==> src/rtl/can_stuff_pkg.sv <==
// Shared stuffing definitions: stuffing mode encoding and default CAN / CAN FD constants.
package can_stuff_pkg;

   typedef enum logic {
      STUFF_DYNAMIC = 1'b0,
      STUFF_FIXED   = 1'b1
   } stuff_mode_t;

   localparam int CAN_RUN_LEN           = 5;
   localparam int CAN_FD_FIXED_INTERVAL = 4;

endpackage

==> src/rtl/bit_destuff_unit.sv <==
// Receive-side bit destuffer: removes dynamic (run-length) and fixed-interval stuff bits,
// forwarding data bits and flagging stuff-rule violations. All outputs are registered.
module bit_destuff_unit
   import can_stuff_pkg::*;
#(
   parameter int RUN_LEN        = CAN_RUN_LEN,
   parameter int FIXED_INTERVAL = CAN_FD_FIXED_INTERVAL,
   parameter int CNT_W          = 3
) (
   input  logic             clock,
   input  logic             reset,
   input  logic             enable,
   input  logic             sample_point,
   input  logic             rx_bit,
   input  logic             stuffing_active,
   input  logic             mode,
   input  logic             restart,
   output logic             data_valid,
   output logic             data_bit,
   output logic             stuff_bit_seen,
   output logic             stuff_error,
   output logic             error_latched,
   output logic [CNT_W-1:0] stuff_count
);

   localparam logic [3:0] RUN_LEN_4  = 4'(RUN_LEN);
   localparam logic [3:0] FIXED_IV_4 = 4'(FIXED_INTERVAL);

   logic [3:0]       run_count_reg, run_count_next;
   logic [3:0]       fx_cnt_reg, fx_cnt_next;
   logic             last_bit_reg, last_bit_next;
   logic             mode_prev_reg, mode_prev_next;
   logic [CNT_W-1:0] stuff_count_reg, stuff_count_next;
   logic             error_latched_reg, error_latched_next;
   logic             data_valid_reg, data_valid_next;
   logic             data_bit_reg, data_bit_next;
   logic             stuff_bit_seen_reg, stuff_bit_seen_next;
   logic             stuff_error_reg, stuff_error_next;

   stuff_mode_t      mode_cur;
   logic             mode_rise;
   logic [3:0]       fx_eff;

   assign mode_cur  = stuff_mode_t'(mode);
   assign mode_rise = (mode_cur == STUFF_FIXED) && !mode_prev_reg && stuffing_active;
   // A bit sampled in the very cycle fixed mode starts must already be seen as a stuff bit.
   assign fx_eff    = mode_rise ? FIXED_IV_4 : fx_cnt_reg;

   always_comb begin
      run_count_next      = run_count_reg;
      fx_cnt_next         = fx_cnt_reg;
      last_bit_next       = last_bit_reg;
      mode_prev_next      = mode;
      stuff_count_next    = stuff_count_reg;
      error_latched_next  = error_latched_reg;
      data_valid_next     = 1'b0;
      data_bit_next       = data_bit_reg;
      stuff_bit_seen_next = 1'b0;
      stuff_error_next    = 1'b0;

      if (restart) begin
         run_count_next     = 4'd0;
         fx_cnt_next        = 4'd0;
         last_bit_next      = 1'b1;
         stuff_count_next   = '0;
         error_latched_next = 1'b0;
      end else if (!stuffing_active) begin
         run_count_next = 4'd0;
         last_bit_next  = 1'b1;
         if (sample_point) begin
            data_valid_next = 1'b1;
            data_bit_next   = rx_bit;
         end
      end else begin
         fx_cnt_next = fx_eff;
         if (sample_point) begin
            last_bit_next = rx_bit;
            if (mode_cur == STUFF_FIXED) begin
               if (fx_eff == FIXED_IV_4) begin
                  fx_cnt_next = 4'd0;
                  if (rx_bit == !last_bit_reg) begin
                     stuff_bit_seen_next = 1'b1;
                  end else begin
                     stuff_error_next   = 1'b1;
                     error_latched_next = 1'b1;
                  end
               end else begin
                  data_valid_next = 1'b1;
                  data_bit_next   = rx_bit;
                  fx_cnt_next     = fx_eff + 4'd1;
               end
            end else begin
               if (run_count_reg == RUN_LEN_4) begin
                  run_count_next = 4'd1;
                  if (rx_bit != last_bit_reg) begin
                     stuff_bit_seen_next = 1'b1;
                     stuff_count_next    = stuff_count_reg + CNT_W'(1);
                  end else begin
                     stuff_error_next   = 1'b1;
                     error_latched_next = 1'b1;
                  end
               end else begin
                  data_valid_next = 1'b1;
                  data_bit_next   = rx_bit;
                  run_count_next  = (rx_bit == last_bit_reg) ? run_count_reg + 4'd1 : 4'd1;
               end
            end
         end
      end
   end

   always_ff @(posedge clock) begin
      if (reset || !enable) begin
         run_count_reg      <= 4'd0;
         fx_cnt_reg         <= 4'd0;
         last_bit_reg       <= 1'b1;
         mode_prev_reg      <= mode;
         stuff_count_reg    <= '0;
         error_latched_reg  <= 1'b0;
         data_valid_reg     <= 1'b0;
         data_bit_reg       <= 1'b1;
         stuff_bit_seen_reg <= 1'b0;
         stuff_error_reg    <= 1'b0;
      end else begin
         run_count_reg      <= run_count_next;
         fx_cnt_reg         <= fx_cnt_next;
         last_bit_reg       <= last_bit_next;
         mode_prev_reg      <= mode_prev_next;
         stuff_count_reg    <= stuff_count_next;
         error_latched_reg  <= error_latched_next;
         data_valid_reg     <= data_valid_next;
         data_bit_reg       <= data_bit_next;
         stuff_bit_seen_reg <= stuff_bit_seen_next;
         stuff_error_reg    <= stuff_error_next;
      end
   end

   assign data_valid     = data_valid_reg;
   assign data_bit       = data_bit_reg;
   assign stuff_bit_seen = stuff_bit_seen_reg;
   assign stuff_error    = stuff_error_reg;
   assign error_latched  = error_latched_reg;
   assign stuff_count    = stuff_count_reg;

endmodule

==> config.mk <==
export PLATFORM = sky130hd
export DESIGN_NAME = bit_destuff_unit
export DESIGN_NICKNAME = d
export VERILOG_FILES = /design/src/rtl/can_stuff_pkg.sv /design/src/rtl/bit_destuff_unit.sv
export SDC_FILE = /design/constraint.sdc
export NUM_CORES = 1
export LEC_CHECK = 0
export ABC_AREA = 1
export BUFFER_PORTS_ARGS = -buffer_cell sky130_fd_sc_hd__buf_4
export CAP_MARGIN = 20
export CORE_MARGIN = 5
export CORE_UTILIZATION = 46
export DETAILED_ROUTE_END_ITERATION = 8
export GPL_TIMING_DRIVEN = 0
export PLACE_DENSITY_LB_ADDON = 0.25
export SYNTH_ARGS = -nofsm -noshare
export SYNTH_HDL_FRONTEND = slang
export SYNTH_SLANG_ARGS = --single-unit
==> constraint.sdc <==
create_clock -name clock -period 1.43 [get_ports clock]
set_input_delay 0.429 -clock clock [delete_from_list [all_inputs] [get_ports clock]]
set_output_delay 0.429 -clock clock [all_outputs]
set_load 0.05 [all_outputs]
Word-level counts from Yosys, hierarchy flattened
Cells that the tools add are included.

cells by class
  add/subtract/negate cells = 3
  equality and inequality tests = 10
  multiplexer cells = 33
  bitwise gates (word level) = 4
  reductions and logical operators = 14

operator list
  kind                   number
  $mux W1                27
  $mux W4                6
  $add A4 B1 Y4 const B  2
  $eq A4 B3 Y1 const B   2
  $ne A3 B3 Y1 const B   2
  $reduce_and A6 Y1      1
  $reduce_and A5 Y1      1
  $ne A2 B2 Y1 const B   2
  $not A1 Y1             4
  $reduce_and A4 Y1      1
  $reduce_or A4 Y1       1
  $add A3 B1 Y3 const B  1
  $logic_not A1 Y1       3
  $reduce_or A3 Y1       1
  $eq A1 B1 Y1           2
  $logic_and A1 B1 Y1    2
  $ne A2 B1 Y1 const B   1
  $reduce_and A2 Y1      1
  $reduce_bool A2 Y1     1
  $reduce_or A2 Y1       1
  $logic_or A1 B1 Y1     1
  $ne A1 B1 Y1           1

word-level totals
  bits in registers = 18
  bits of input ports = 8
  output and inout bits = 8
  word-level logic and storage cells = 74

Depth between registers and ports, before layout
Gate-level depths: netlist of the first run.

  word-level depth = 9
  mapped depth = 10
  mapped depth without buffers = 10

Worst setup path after synthesis of the first run
No wires, ideal clock.

  path kind = in2reg
  start = in mode
  end = reg fx_cnt_reg[1]
  setup time = 0.123 ns
  arrival time = 1.358 ns
  data required time = 1.307 ns
  setup slack = -0.051 ns
  cell stages on the path = 9
  path buffers = 1
  path through = buf_4 nand3_4 nand2_1 inv_1 ha_1 nand2_1 o21ai_0 nand2_1 o21ai_0

between the ends
  longest elaborated chain between the ends = 7
  elaborated cells on any way between the ends = 8
  those cells by class = add/sub: 1; eq/ne: 1; mux: 4; reduce/logical: 2

ends and longest elaborated chain
  item                                                  RTL line                                        RTL
  from (decl)                                           bit_destuff_unit.sv:16                          input logic mode,
  $logic_and A1 B1 Y1 (2 in a row)                      bit_destuff_unit.sv:45                          assign mode_rise = (mode_cur == STUFF_FIXED) && !mode_prev_reg && stuffing_active;
  $mux W4                                               bit_destuff_unit.sv:47                          assign fx_eff = mode_rise ? FIXED_IV_4 : fx_cnt_reg;
  $add A4 B1 Y4 / $eq A4 B3 Y1 (equally long branches)  bit_destuff_unit.sv:90, bit_destuff_unit.sv:79
  $mux W4                                               bit_destuff_unit.sv:79                          if (fx_eff == FIXED_IV_4) begin
  $mux W4                                               bit_destuff_unit.sv:78                          if (mode_cur == STUFF_FIXED) begin
  $mux W4 (*)                                           bit_destuff_unit.sv:76                          if (sample_point) begin
  to (signal assigned)                                  bit_destuff_unit.sv:126                         fx_cnt_reg <= fx_cnt_next;
  to (decl)                                             bit_destuff_unit.sv:30                          logic [3:0] fx_cnt_reg, fx_cnt_next;

Mark *: on every way between the ends. The rest lies on a longest branch, timed or not.
A chain may end at the register's enable or synchronous reset.

Final worst setup path of the first run
  start = reg stuff_count_reg[2] (netlist: stuff_count[2])
  end = out stuff_count[2]

RTL lines
  item                    RTL line                 RTL
  from (decl)             bit_destuff_unit.sv:33   logic [CNT_W-1:0] stuff_count_reg, stuff_count_next;
  from (signal assigned)  bit_destuff_unit.sv:129  stuff_count_reg <= stuff_count_next;
  to (decl)               bit_destuff_unit.sv:23   output logic [CNT_W-1:0] stuff_count

No word-level cell between the ends.

==> flow_results.xml, run 1 <==
<?xml version="1.0" encoding="UTF-8"?>
<metrics>
  <group name="drt">
    <metric name="detail_route.drc_violations" unit="">0</metric>
    <metric name="routed_wl_met2" unit="mm">1.02</metric>
    <metric name="wire_length_the_detailed_router_placed_on_met1" unit="microns">916</metric>
    <metric name="detailed_route_wl" unit="mm">2.05</metric>
    <metric name="dr_total_vias" unit="">900</metric>
    <metric name="route.met3.wl" unit="microns">109</metric>
    <metric name="detail_route.first_pass.iterations" unit="">4</metric>
    <metric name="routed_wire_length_per_instance" unit="microns">11.6</metric>
    <metric name="final_antenna_net_count" unit="">0</metric>
    <metric name="drt_first_iter_violations" unit="">14</metric>
    <metric name="route.detailed.vias_per_inst" unit="">5.08</metric>
    <metric name="highest_layer" unit="">met4</metric>
  </group>
  <group name="setup_path">
    <metric name="critical_path.endpoint_type" unit="">output pin</metric>
    <metric name="worst-endpoint-arrival" unit="ns">0.90</metric>
    <metric name="cp_slowest_stage_delay" unit="ns">0.38</metric>
    <metric name="critical_path_depth" unit="">1</metric>
    <metric name="critPathLaunchType" unit="">flip-flop</metric>
    <metric name="worst-endpoint-required" unit="ns">1.00</metric>
    <metric name="cp_cell_sequence" unit="">buf_4</metric>
    <metric name="criticalPathCategory" unit="">flip-flop to output pin</metric>
    <metric name="worst-path-max-fanout" unit="">3</metric>
    <metric name="library_cell_contributing_the_largest_single_delay_on_the_critical_path" unit="">sky130_fd_sc_hd__dfxtp_1</metric>
    <metric name="worst_r2r_path_depth" unit="">7</metric>
    <metric name="cp_top_family" unit="">flip-flops</metric>
    <metric name="worst-path-buf-inv" unit="">1</metric>
  </group>
  <group name="floorplan">
    <metric name="initial_utilization" unit="%">49.4</metric>
    <metric name="fp.coreArea" unit="sq um">2020</metric>
    <metric name="ioPinCount" unit="">16</metric>
    <metric name="num_rows" unit="">16</metric>
    <metric name="die_height" unit="microns">56.6</metric>
    <metric name="chipWidth" unit="microns">56.6</metric>
    <metric name="die_area" unit="sq um">3200</metric>
  </group>
  <group name="synth">
    <metric name="async_flop_share" unit="%">0</metric>
    <metric name="sequential_fraction_of_the_synthesis_area" unit="%">36.1</metric>
    <metric name="post_synth_num_cell_types" unit="">24</metric>
    <metric name="yosysWarningCount" unit="">0</metric>
    <metric name="synth_area_leaders" unit="">sky130_fd_sc_hd__dfxtp_1, sky130_fd_sc_hd__nand2_1, sky130_fd_sc_hd__inv_1, sky130_fd_sc_hd__ha_1, sky130_fd_sc_hd__o21ai_0</metric>
    <metric name="synth_cells" unit="">130</metric>
    <metric name="netlist.top_cell.by_area" unit="">sky130_fd_sc_hd__dfxtp_1</metric>
    <metric name="synth_area" unit="sq um">998</metric>
    <metric name="syn-mean-instance-area" unit="sq um">7.68</metric>
    <metric name="synth-edff-count" unit="">0</metric>
    <metric name="mappedNetlistNets" unit="">143</metric>
    <metric name="yosys_register_bits" unit="">18</metric>
    <metric name="synth_top_cell_area_share" unit="%">36.1</metric>
    <metric name="postSynth.topFlopCell" unit="">sky130_fd_sc_hd__dfxtp_1</metric>
  </group>
  <group name="sta">
    <metric name="hold_viol" unit="">0</metric>
    <metric name="period_needed" unit="ns">1.33</metric>
    <metric name="tightestPinTransition" unit="ns">0.288</metric>
    <metric name="max-slew-margin-rel" unit="%">80.7</metric>
    <metric name="setup_violations" unit="">0</metric>
    <metric name="finalMaxSlewViolations" unit="">0</metric>
    <metric name="final.setup.tns" unit="ns">0</metric>
    <metric name="worst_clock_skew" unit="ns">0.0141</metric>
    <metric name="max_clock_freq" unit="MHz">752</metric>
    <metric name="fin_crit_sh" unit="%">93.0</metric>
  </group>
  <group name="final_layout">
    <metric name="insertedDiodeCount" unit="">0</metric>
    <metric name="finalNetCount" unit="">164</metric>
    <metric name="drive_above_1_share" unit="%">24.0</metric>
    <metric name="layout.cells.most_common" unit="">sky130_fd_sc_hd__nand2_1</metric>
    <metric name="layout_common_cells" unit="">sky130_fd_sc_hd__nand2_1, sky130_fd_sc_hd__inv_1, sky130_fd_sc_hd__buf_4, sky130_fd_sc_hd__dfxtp_1, sky130_fd_sc_hd__nor2_1</metric>
    <metric name="post_route_cell_area" unit="sq um">1200</metric>
    <metric name="fillerInstances" unit="">181</metric>
    <metric name="finalNonFillerCells" unit="">177</metric>
    <metric name="flow.area_growth_from_synthesis" unit="%">20.6</metric>
    <metric name="final_util" unit="%">59.5</metric>
  </group>
  <group name="placement">
    <metric name="dpl-instance-area" unit="sq um">1150</metric>
    <metric name="gp_routability_congestion" unit="">0.884</metric>
    <metric name="dp_hpwl" unit="mm">1.56</metric>
    <metric name="port_buffers" unit="">14</metric>
    <metric name="instance_count_after_placement_with_tap_cells_included" unit="">171</metric>
  </group>
  <group name="cts">
    <metric name="cts_htree_levels" unit="">1</metric>
    <metric name="clock_tree.buffer_depth" unit="">2</metric>
    <metric name="clock_insertion_delay_worst_skew" unit="ns">0.30</metric>
    <metric name="clk_pin_slew" unit="ns">0.11</metric>
    <metric name="cts_made_buffers" unit="">3</metric>
    <metric name="cts_tree" unit="">yes</metric>
    <metric name="cts.root.buffer_cell" unit="">sky130_fd_sc_hd__clkbuf_4</metric>
    <metric name="clock_sinks" unit="">18</metric>
  </group>
  <group name="global_route">
    <metric name="grt_first_pass_wirelength" unit="mm">3.62</metric>
    <metric name="global_route.usage.total" unit="%">14.1</metric>
    <metric name="grt_remaining_overflow" unit="">0</metric>
    <metric name="antenna_found_initial" unit="">0</metric>
    <metric name="grt_start_max_net_pins" unit="">11</metric>
    <metric name="grt_pass1_vias" unit="">853</metric>
  </group>
  <group name="min_path">
    <metric name="hold_path_depth" unit="">1</metric>
    <metric name="tightest_hold_check_type" unit="">input port to flip-flop</metric>
  </group>
  <group name="power_and_ir_drop">
    <metric name="power.density" unit="nW/um^2">791</metric>
    <metric name="ir_worst_vdd" unit="mV">0.708</metric>
    <metric name="power.static_leakage" unit="uW">0.000561</metric>
  </group>
  <group name="run">
    <metric name="max-cap-violations" unit="">0</metric>
  </group>
  <group name="status">
    <metric name="outcome" unit="">completed</metric>
  </group>
</metrics>
power breakdown:
group / internal (uW) / switching, uW / leakage [uW]
Combinational: 44.2 / 75.7 / 0.000394
Clock: 155 / 165 / 0.0000210
Sequential: 507 / 4.00 / 0.000146
Total: 707 / 245 / 0.000561
what timing repair did:
action / 4_1_cts / 5_1_grt
endpoints found under the setup margin: 0 / 7
resized for setup: 0 / 2
hold buffers: 0 / 0
setup buffers: 0 / 2
per-layer routing:
metal	global-route usage [%]	vias up
met3	5.73	2
met5	0	-
met1	16.3	419
met2	24.3	19
met4	3.05	0
li1	-	460
per-stage QoR:
stage               hold slack (ns)  power, uW  setup slack (ns)
detailed placement            0.449        639            -0.204
finish                        0.250        952             0.100
floorplan                     0.457        603           0.00527
global route                  0.225       1000           -0.0435
CTS                           0.232        960            0.0315
global placement              0.443        636            -0.187
cell type report:
| cell class | instances | area [sq um] | area share [%] |
|---|---|---|---|
| Multi-Input combinational cell | 91 | 562 | 46.7 |
| Sequential cell | 18 | 362 | 30.0 |
| Timing Repair Buffer | 16 | 120 | 9.98 |
| Inverter | 19 | 71.3 | 5.93 |
| Clock buffer | 4 | 36.3 | 3.01 |
| Tap cell | 27 | 33.8 | 2.81 |
| Buffer | 2 | 18.8 | 1.56 |
cells by family after synthesis:
kind of cell,after synthesis,synth area share [%]
AO/OA/AOI/OAI,20,11.4
flip-flops,18,36.1
adder cells (fa/ha/maj),5,6.27
XOR/XNOR,5,5.14
buffers and inverters,21,8.65
AND/OR/NAND/NOR,61,32.5
cells in the mapped netlist, types with 2 or more instances:
master                     n
sky130_fd_sc_hd__nand3_1   8
sky130_fd_sc_hd__xor2_1    4
sky130_fd_sc_hd__o21ai_0   9
sky130_fd_sc_hd__nand2_1  28
sky130_fd_sc_hd__nand4_1   6
sky130_fd_sc_hd__inv_1    17
sky130_fd_sc_hd__inv_2     2
sky130_fd_sc_hd__nor2_1   10
sky130_fd_sc_hd__nand3_4   2
sky130_fd_sc_hd__dfxtp_1  18
sky130_fd_sc_hd__ha_1      5
sky130_fd_sc_hd__a21oi_1   8
sky130_fd_sc_hd__buf_4     2
final timing paths:
| check | from | to | slack (ns) |
|---|---|---|---|
| worst max-delay path | stuff_count[2] | stuff_count[2] | 0.10 |
| worst min-delay path | mode | mode_prev_reg | 0.25 |
| worst max register to register | run_count_reg[1] | stuff_count[1] | 0.10 |
| worst min register to register | error_latched | error_latched | 0.46 |
Note: power is estimated with default switching activity, not from simulation.
==> run 2, diff against run 1 <==
--- a/config.mk
+++ b/config.mk
@@ -8,8 +8,10 @@
 export ABC_AREA = 1
 export BUFFER_PORTS_ARGS = -buffer_cell sky130_fd_sc_hd__buf_4
 export CAP_MARGIN = 20
+export CELL_PAD_IN_SITES_DETAIL_PLACEMENT = 2
+export CELL_PAD_IN_SITES_GLOBAL_PLACEMENT = 2
 export CORE_MARGIN = 5
-export CORE_UTILIZATION = 46
+export CORE_UTILIZATION = 28
 export DETAILED_ROUTE_END_ITERATION = 8
 export GPL_TIMING_DRIVEN = 0
 export PLACE_DENSITY_LB_ADDON = 0.25
==> run 2 against run 1 <==
Effect of this change:
- non-clock buffer count is 2 higher
- hold slack worse by 0.031 ns
- first-iteration DRC count is 14% lower
==> flow_results.xml, run 2 (synthesis results as in run 1) <==
<?xml version="1.0" encoding="UTF-8"?>
<metrics>
  <group name="status">
    <metric name="outcome" unit="">completed</metric>
  </group>
  <group name="final_layout">
    <metric name="layout_common_cells" unit="">sky130_fd_sc_hd__nand2_1, sky130_fd_sc_hd__buf_4, sky130_fd_sc_hd__inv_1, sky130_fd_sc_hd__dfxtp_1, sky130_fd_sc_hd__nor2_1</metric>
    <metric name="finalNetCount" unit="">166</metric>
    <metric name="insertedDiodeCount" unit="">0</metric>
    <metric name="flow.area_growth_from_synthesis" unit="%">25.6</metric>
    <metric name="fillerInstances" unit="">400</metric>
    <metric name="layout.cells.most_common" unit="">sky130_fd_sc_hd__nand2_1</metric>
    <metric name="drive_above_1_share" unit="%">26.3</metric>
  </group>
  <group name="drt">
    <metric name="detail_route.first_pass.iterations" unit="">4</metric>
    <metric name="dr_total_vias" unit="">935</metric>
    <metric name="routed_wire_length_per_instance" unit="microns">13.9</metric>
    <metric name="detail_route.drc_violations" unit="">0</metric>
    <metric name="route.detailed.vias_per_inst" unit="">4.72</metric>
    <metric name="final_antenna_net_count" unit="">0</metric>
    <metric name="drt_first_iter_violations" unit="">12</metric>
    <metric name="detailed_route_wl" unit="mm">2.76</metric>
  </group>
  <group name="sta">
    <metric name="max_clock_freq" unit="MHz">744</metric>
    <metric name="worst_hold_slack" unit="ns">0.220</metric>
    <metric name="max-slew-margin-rel" unit="%">81.0</metric>
    <metric name="period_needed" unit="ns">1.34</metric>
    <metric name="hold_viol" unit="">0</metric>
    <metric name="tightestPinTransition" unit="ns">0.285</metric>
    <metric name="setup_ws" unit="ns">0.0858</metric>
    <metric name="worst_clock_skew" unit="ns">0.0140</metric>
    <metric name="finalMaxSlewViolations" unit="">0</metric>
    <metric name="setup_violations" unit="">0</metric>
    <metric name="rsz0062_at_grt" unit="">no</metric>
    <metric name="fin_crit_sh" unit="%">94.0</metric>
  </group>
  <group name="setup_path">
    <metric name="criticalPathCategory" unit="">flip-flop to output pin</metric>
    <metric name="worst-endpoint-required" unit="ns">1.00</metric>
    <metric name="worst-path-buf-inv" unit="">1</metric>
    <metric name="cp_top_family" unit="">flip-flops</metric>
    <metric name="reg2reg_to" unit="">fx_cnt_reg[1]</metric>
    <metric name="library_cell_contributing_the_largest_single_delay_on_the_critical_path" unit="">sky130_fd_sc_hd__dfxtp_1</metric>
    <metric name="critical_path.endpoint_type" unit="">output pin</metric>
    <metric name="timing.reg2reg.setup_slack" unit="ns">0.12</metric>
    <metric name="worst-path-max-fanout" unit="">3</metric>
    <metric name="cp_cell_sequence" unit="">buf_4</metric>
    <metric name="worst_r2r_path_depth" unit="">9</metric>
    <metric name="cp_slowest_stage_delay" unit="ns">0.39</metric>
    <metric name="crit-reg2reg-launch" unit="">mode_prev_reg</metric>
    <metric name="worst-endpoint-arrival" unit="ns">0.92</metric>
    <metric name="critPathLaunchType" unit="">flip-flop</metric>
    <metric name="startpoint" unit="">stuff_count[0]</metric>
  </group>
  <group name="floorplan">
    <metric name="chipWidth" unit="microns">69.7</metric>
    <metric name="fp.coreArea" unit="sq um">3390</metric>
    <metric name="initial_utilization" unit="%">29.5</metric>
    <metric name="ioPinCount" unit="">16</metric>
    <metric name="die_height" unit="microns">69.7</metric>
    <metric name="num_rows" unit="">21</metric>
    <metric name="die_area" unit="sq um">4860</metric>
  </group>
  <group name="min_path">
    <metric name="hold_path_startpoint" unit="">mode</metric>
    <metric name="tightest_hold_check_type" unit="">input port to flip-flop</metric>
    <metric name="hold_path_depth" unit="">1</metric>
    <metric name="hold_path_end" unit="">mode_prev_reg</metric>
  </group>
  <group name="cts">
    <metric name="clock_sinks" unit="">18</metric>
    <metric name="clock_tree.buffer_depth" unit="">2</metric>
    <metric name="cts_made_buffers" unit="">3</metric>
    <metric name="clk_pin_slew" unit="ns">0.13</metric>
    <metric name="cts_htree_levels" unit="">1</metric>
    <metric name="cts.root.buffer_cell" unit="">sky130_fd_sc_hd__clkbuf_4</metric>
    <metric name="cts_tree" unit="">yes</metric>
    <metric name="clock_insertion_delay_worst_skew" unit="ns">0.32</metric>
  </group>
  <group name="power_and_ir_drop">
    <metric name="power.static_leakage" unit="uW">0.000574</metric>
    <metric name="ir_worst_vdd" unit="mV">0.232</metric>
    <metric name="power.density" unit="nW/um^2">786</metric>
  </group>
  <group name="global_route">
    <metric name="grt_remaining_overflow" unit="">0</metric>
    <metric name="antenna_found_initial" unit="">0</metric>
    <metric name="met2_track_usage_gr" unit="%">21.2</metric>
    <metric name="grt.busiest_layer" unit="">met2</metric>
    <metric name="global_route.usage.total" unit="%">11.9</metric>
    <metric name="grt_start_max_net_pins" unit="">11</metric>
    <metric name="met1_usage" unit="%">13.4</metric>
    <metric name="grt_pass1_vias" unit="">1037</metric>
    <metric name="grt_first_pass_wirelength" unit="mm">4.66</metric>
    <metric name="routing_usage_on_met3" unit="%">2.61</metric>
  </group>
  <group name="placement">
    <metric name="preCtsSetupSlack" unit="ns">-0.267</metric>
    <metric name="dp_hpwl" unit="mm">2.13</metric>
    <metric name="port_buffers" unit="">14</metric>
    <metric name="gp_routability_congestion" unit="">0.797</metric>
  </group>
  <group name="run">
    <metric name="max-cap-violations" unit="">0</metric>
  </group>
</metrics>
-- run 2: cell types whose count changed in the layout (fill, tap and decap cells not counted), sizes merged --
cell | previous run | this run
buf | 18 | 20
-- run 2: through the flow --
step | power, uW | area (sq um) | setup TNS (ns) | instances | util (%)
detailed placement | 646 | 1170 | -2.17 | 190 | 34.5
CTS | 994 | 1210 | 0 | 194 | 35.6
finish | 986 | 1250 | 0 | 198 | 37.0
global placement | 641 | 1170 | -1.37 | 190 | 34.5
global route | 1030 | 1250 | 0 | 198 | 37.0
floorplan | 603 | 1010 | 0 | 130 | -
-- run 2: routing by layer --
layer	up-vias	part of all wire, %
met5	-	0
met3	5	3.5
li1	463	-
met4	0	2.0
met1	450	45
met2	17	50
-- run 2: power breakdown --
group	leakage [uW]	switching [uW]	internal, uW
Sequential	0.000147	4.57	507
Combinational	0.000406	82.3	47.4
Clock	0.0000210	188	156
-- run 2: area by class of cell --
cell class | count | area (sq um) | share of cell area [%]
Timing Repair Buffer | 18 | 135 | 10.8
Clock buffer | 4 | 36.3 | 2.89
Inverter | 19 | 71.3 | 5.69
Sequential cell | 18 | 363 | 28.9
Tap cell | 46 | 57.6 | 4.59
Multi-Input combinational cell | 91 | 572 | 45.6
Buffer | 2 | 18.8 | 1.50
-- run 2: worst max path at each step --
stage                                end  slack [ns]  depth (start not counted)
after floorplan            fx_cnt_reg[1]       0.005                          9
after global placement     fx_cnt_reg[1]       -0.21                         10
after detailed placement   fx_cnt_reg[1]       -0.27                         10
after CTS                 stuff_count[1]       0.008                          6
after global routing      stuff_count[0]        0.01                          7
final                     stuff_count[0]        0.09                          1
-- run 2: repair_timing --
action                     CTS  global route
hold buffers                 0             0
setup endpoints to repair    0            11
gates resized for setup      0             8
setup buffers                0             4
==> run 3, diff against run 2 <==
--- a/config.mk
+++ b/config.mk
@@ -5,13 +5,12 @@
 export SDC_FILE = /design/constraint.sdc
 export NUM_CORES = 1
 export LEC_CHECK = 0
-export ABC_AREA = 1
 export BUFFER_PORTS_ARGS = -buffer_cell sky130_fd_sc_hd__buf_4
 export CAP_MARGIN = 20
 export CELL_PAD_IN_SITES_DETAIL_PLACEMENT = 2
 export CELL_PAD_IN_SITES_GLOBAL_PLACEMENT = 2
 export CORE_MARGIN = 5
-export CORE_UTILIZATION = 28
+export CORE_UTILIZATION = 30
 export DETAILED_ROUTE_END_ITERATION = 8
 export GPL_TIMING_DRIVEN = 0
 export PLACE_DENSITY_LB_ADDON = 0.25
==> run 3 against run 2 <==
Effect of this change:
- the run now ends with negative setup slack left
- global-route usage grew 2.4 points
- core utilization grew 5.8 points
- clock-buffer cell count is the same
- sequential cell count is the same
- sequential power shrank 1%
- critical endpoint is now fx_cnt_reg[2]
- via count shrank 6.2%
- clock skew shrank 0.0095 ns
- hold slack gained 0.063 ns
==> flow_results.xml, run 3 <==
<?xml version="1.0" encoding="UTF-8"?>
<metrics>
  <group name="status">
    <metric name="outcome" unit="">finished, violations left</metric>
    <metric name="violations" unit="">negative setup slack</metric>
  </group>
  <group name="final_layout">
    <metric name="drive_above_1_share" unit="%">38.8</metric>
    <metric name="insertedDiodeCount" unit="">0</metric>
    <metric name="flow.area_growth_from_synthesis" unit="%">35.0</metric>
    <metric name="layout.cells.most_common" unit="">sky130_fd_sc_hd__buf_4</metric>
    <metric name="fillerInstances" unit="">360</metric>
    <metric name="finalNetCount" unit="">148</metric>
    <metric name="post_route_cell_area" unit="sq um">1330</metric>
    <metric name="layout_common_cells" unit="">sky130_fd_sc_hd__buf_4, sky130_fd_sc_hd__dfxtp_1, sky130_fd_sc_hd__nor2_1</metric>
  </group>
  <group name="synth">
    <metric name="synth.most_common_cell" unit="">sky130_fd_sc_hd__dfxtp_1</metric>
    <metric name="yosys.area_share.xor_xnor" unit="%">5.22</metric>
    <metric name="yosys-mux-area-fraction" unit="%">3.06</metric>
    <metric name="postSynth.topFlopCell" unit="">sky130_fd_sc_hd__dfxtp_1</metric>
    <metric name="ys_top_cells_by_count" unit="">sky130_fd_sc_hd__dfxtp_1, sky130_fd_sc_hd__nor2_1, sky130_fd_sc_hd__nand2_1</metric>
    <metric name="syn-mean-instance-area" unit="sq um">9.09</metric>
    <metric name="synth_top_cell_area_share" unit="%">36.7</metric>
    <metric name="synth_top_family_by_area" unit="">simple AND/OR/NAND/NOR gates</metric>
    <metric name="yosys_register_bits" unit="">18</metric>
    <metric name="synth_compound_gate_area_share" unit="%">16.6</metric>
    <metric name="yosysWarningCount" unit="">0</metric>
    <metric name="synth-adder-area-share" unit="%">6.37</metric>
    <metric name="async_flop_share" unit="%">0</metric>
    <metric name="synth_area_leaders" unit="">sky130_fd_sc_hd__dfxtp_1, sky130_fd_sc_hd__ha_1, sky130_fd_sc_hd__nor2_1, sky130_fd_sc_hd__a31oi_1, sky130_fd_sc_hd__nand4_1</metric>
    <metric name="synth_cells" unit="">108</metric>
    <metric name="synth-edff-count" unit="">0</metric>
    <metric name="synth_area" unit="sq um">982</metric>
    <metric name="netlist.top_cell.by_area" unit="">sky130_fd_sc_hd__dfxtp_1</metric>
    <metric name="sequential_fraction_of_the_synthesis_area" unit="%">36.7</metric>
    <metric name="post_synth_and_or_nand_nor_area_fraction" unit="%">26.1</metric>
    <metric name="post_synth_num_cell_types" unit="">39</metric>
    <metric name="mappedNetlistNets" unit="">121</metric>
  </group>
  <group name="cts">
    <metric name="postCtsHoldBufs" unit="">0</metric>
    <metric name="clock_sinks" unit="">18</metric>
    <metric name="cts_tree" unit="">yes</metric>
    <metric name="clock_tree.buffer_depth" unit="">2</metric>
    <metric name="cts_made_buffers" unit="">3</metric>
    <metric name="cts_htree_levels" unit="">1</metric>
    <metric name="clock_insertion_delay_worst_skew" unit="ns">0.29</metric>
    <metric name="cts.root.buffer_cell" unit="">sky130_fd_sc_hd__clkbuf_4</metric>
    <metric name="clk_pin_slew" unit="ns">0.11</metric>
  </group>
  <group name="sta">
    <metric name="rsz0062_at_grt" unit="">yes</metric>
    <metric name="final.setup.tns" unit="ns">-0.608</metric>
    <metric name="fin_crit_sh" unit="%">109</metric>
    <metric name="worst_hold_slack" unit="ns">0.283</metric>
    <metric name="max-slew-margin-rel" unit="%">78.3</metric>
    <metric name="period_needed" unit="ns">1.56</metric>
    <metric name="hold_viol" unit="">0</metric>
    <metric name="finalMaxSlewViolations" unit="">0</metric>
    <metric name="max_clock_freq" unit="MHz">640</metric>
    <metric name="setup_ws" unit="ns">-0.133</metric>
    <metric name="setup_violations" unit="">8</metric>
    <metric name="tightestPinTransition" unit="ns">0.325</metric>
    <metric name="worst_clock_skew" unit="ns">0.00455</metric>
  </group>
  <group name="floorplan">
    <metric name="num_rows" unit="">20</metric>
    <metric name="ioPinCount" unit="">16</metric>
    <metric name="initial_utilization" unit="%">31.7</metric>
    <metric name="fp.coreArea" unit="sq um">3100</metric>
    <metric name="chipWidth" unit="microns">67.2</metric>
    <metric name="die_height" unit="microns">67.2</metric>
    <metric name="die_area" unit="sq um">4520</metric>
  </group>
  <group name="global_route">
    <metric name="global_route.usage.total" unit="%">14.3</metric>
    <metric name="grt_first_pass_wirelength" unit="mm">4.88</metric>
    <metric name="grt_pass1_vias" unit="">1020</metric>
    <metric name="grt_remaining_overflow" unit="">0</metric>
    <metric name="antenna_found_initial" unit="">0</metric>
    <metric name="grt_start_max_net_pins" unit="">11</metric>
  </group>
  <group name="setup_path">
    <metric name="worst-endpoint-arrival" unit="ns">1.79</metric>
    <metric name="worst-endpoint-required" unit="ns">1.65</metric>
    <metric name="critPathLaunchType" unit="">flip-flop</metric>
    <metric name="library_cell_contributing_the_largest_single_delay_on_the_critical_path" unit="">sky130_fd_sc_hd__dfxtp_4</metric>
    <metric name="critical_path.endpoint_type" unit="">flip-flop</metric>
    <metric name="worst-path-max-fanout" unit="">3</metric>
    <metric name="crit-reg2reg-launch" unit="">mode_prev_reg</metric>
    <metric name="criticalPathCategory" unit="">flip-flop to flip-flop</metric>
    <metric name="worst_r2r_path_depth" unit="">7</metric>
    <metric name="timing.reg2reg.setup_slack" unit="ns">-0.13</metric>
    <metric name="reg2reg_to" unit="">fx_cnt_reg[2]</metric>
    <metric name="cp_slowest_stage_delay" unit="ns">0.35</metric>
    <metric name="cp_cell_sequence" unit="">nand3b_1 -&gt; nand2_1 -&gt; inv_1 -&gt; ha_1 -&gt; nor3_2 -&gt; a31oi_1 -&gt; o22ai_1</metric>
  </group>
  <group name="power_and_ir_drop">
    <metric name="total_power" unit="uW">968</metric>
    <metric name="power.density" unit="nW/um^2">730</metric>
    <metric name="power.static_leakage" unit="uW">0.000536</metric>
    <metric name="ir_worst_vdd" unit="mV">0.331</metric>
  </group>
  <group name="min_path">
    <metric name="hold_path_startpoint" unit="">mode</metric>
    <metric name="tightest_hold_check_type" unit="">input port to flip-flop</metric>
    <metric name="hold_path_end" unit="">mode_prev_reg</metric>
    <metric name="hold_path_depth" unit="">1</metric>
  </group>
  <group name="placement">
    <metric name="port_buffers" unit="">14</metric>
    <metric name="dpl-instance-area" unit="sq um">1180</metric>
    <metric name="dp_hpwl" unit="mm">2.05</metric>
    <metric name="gp_routability_congestion" unit="">0.743</metric>
  </group>
  <group name="drt">
    <metric name="routed_wire_length_per_instance" unit="microns">17.0</metric>
    <metric name="final_antenna_net_count" unit="">0</metric>
    <metric name="drt_first_iter_violations" unit="">26</metric>
    <metric name="detailed_route_wl" unit="mm">3.03</metric>
    <metric name="detail_route.drc_violations" unit="">0</metric>
    <metric name="detail_route.first_pass.iterations" unit="">4</metric>
    <metric name="route.detailed.vias_per_inst" unit="">4.93</metric>
    <metric name="dr_total_vias" unit="">877</metric>
  </group>
  <group name="run">
    <metric name="max-cap-violations" unit="">0</metric>
  </group>
</metrics>
## run 3: cell count changes after synthesis, sizes merged, moves of 3 or more
cell | before | now
mux2i | 0 | 3
a31oi | 0 | 5
nand3 | 10 | 3
inv | 19 | 6
nor2b | 0 | 3
nand2 | 30 | 7
o21ai | 11 | 4
a21oi | 8 | 3
## run 3: worst max path at each step
| stage | end | startpoint | slack (ns) |
|---|---|---|---|
| after floorplan | error_latched | stuffing_active | -0.10 |
| after global placement | error_latched | stuffing_active | -0.38 |
| after detailed placement | fx_cnt_reg[2] | stuffing_active | -0.40 |
| after CTS | error_latched | mode_prev_reg | -0.11 |
| after global routing | fx_cnt_reg[2] | mode_prev_reg | -0.31 |
| final | fx_cnt_reg[2] | mode_prev_reg | -0.13 |
## run 3: what timing repair did
item | in CTS | in global routing
pin swaps | 1 | 5
gates resized for setup | 10 | 4
setup endpoints to repair | 11 | 14
setup buffers | 4 | 4
hold endpoints to repair | 0 | 0
## run 3: report_power, final
part | internal, uW | switching (uW) | leakage [uW]
sequential | 503 | 3.21 | 0.000147
combinational | 60.6 | 80.2 | 0.000367
clock | 155 | 166 | 0.0000210
total | 719 | 249 | 0.000536
## run 3: logic make-up after synthesis
kind of cell	after synthesis
DFF	18
muxes	3
buffers and inverters	11
adders and majority gates	5
and+or+nand+nor	46
AOI/OAI and AO/OA	20
xor gates and xnor gates	5
## run 3: metal layers
metal / part of all wire (%) / GRT usage [%]
met4: 0.46 / 3.80
met2: 51 / 25.9
met3: 2.8 / 3.00
met5: 0 / 0
met1: 46 / 17.0
## run 3: area by class of cell
class	instances	area, sq um	share of cell area (%)
well taps	44	55.1	4.15
repair buffers	22	165	12.5
plain buffers	5	46.3	3.49
clock buffers	4	36.3	2.74
multi-input cells	79	632	47.6
flip-flops and latches	18	369	27.8
inverters	6	22.5	1.70
## run 3: critical path: cells and delay by family (launching register included)
| kind | cells | cell delay (ns) |
|---|---|---|
| flops | 1 | 0.35 |
| compound gates | 2 | 0.29 |
| simple gates | 3 | 0.57 |
| buf+inv | 1 | 0.06 |
| fa+ha+maj | 1 | 0.21 |
## run 3: per-stage QoR
stage / setup slack (ns) / util, % / instances
final: -0.133 / 42.7 / 178
after global routing: -0.312 / 42.7 / 178
after CTS: -0.110 / 41.0 / 174
after detailed placement: -0.396 / 37.9 / 166
after global placement: -0.378 / 37.9 / 166
after floorplan: -0.103 / - / 108
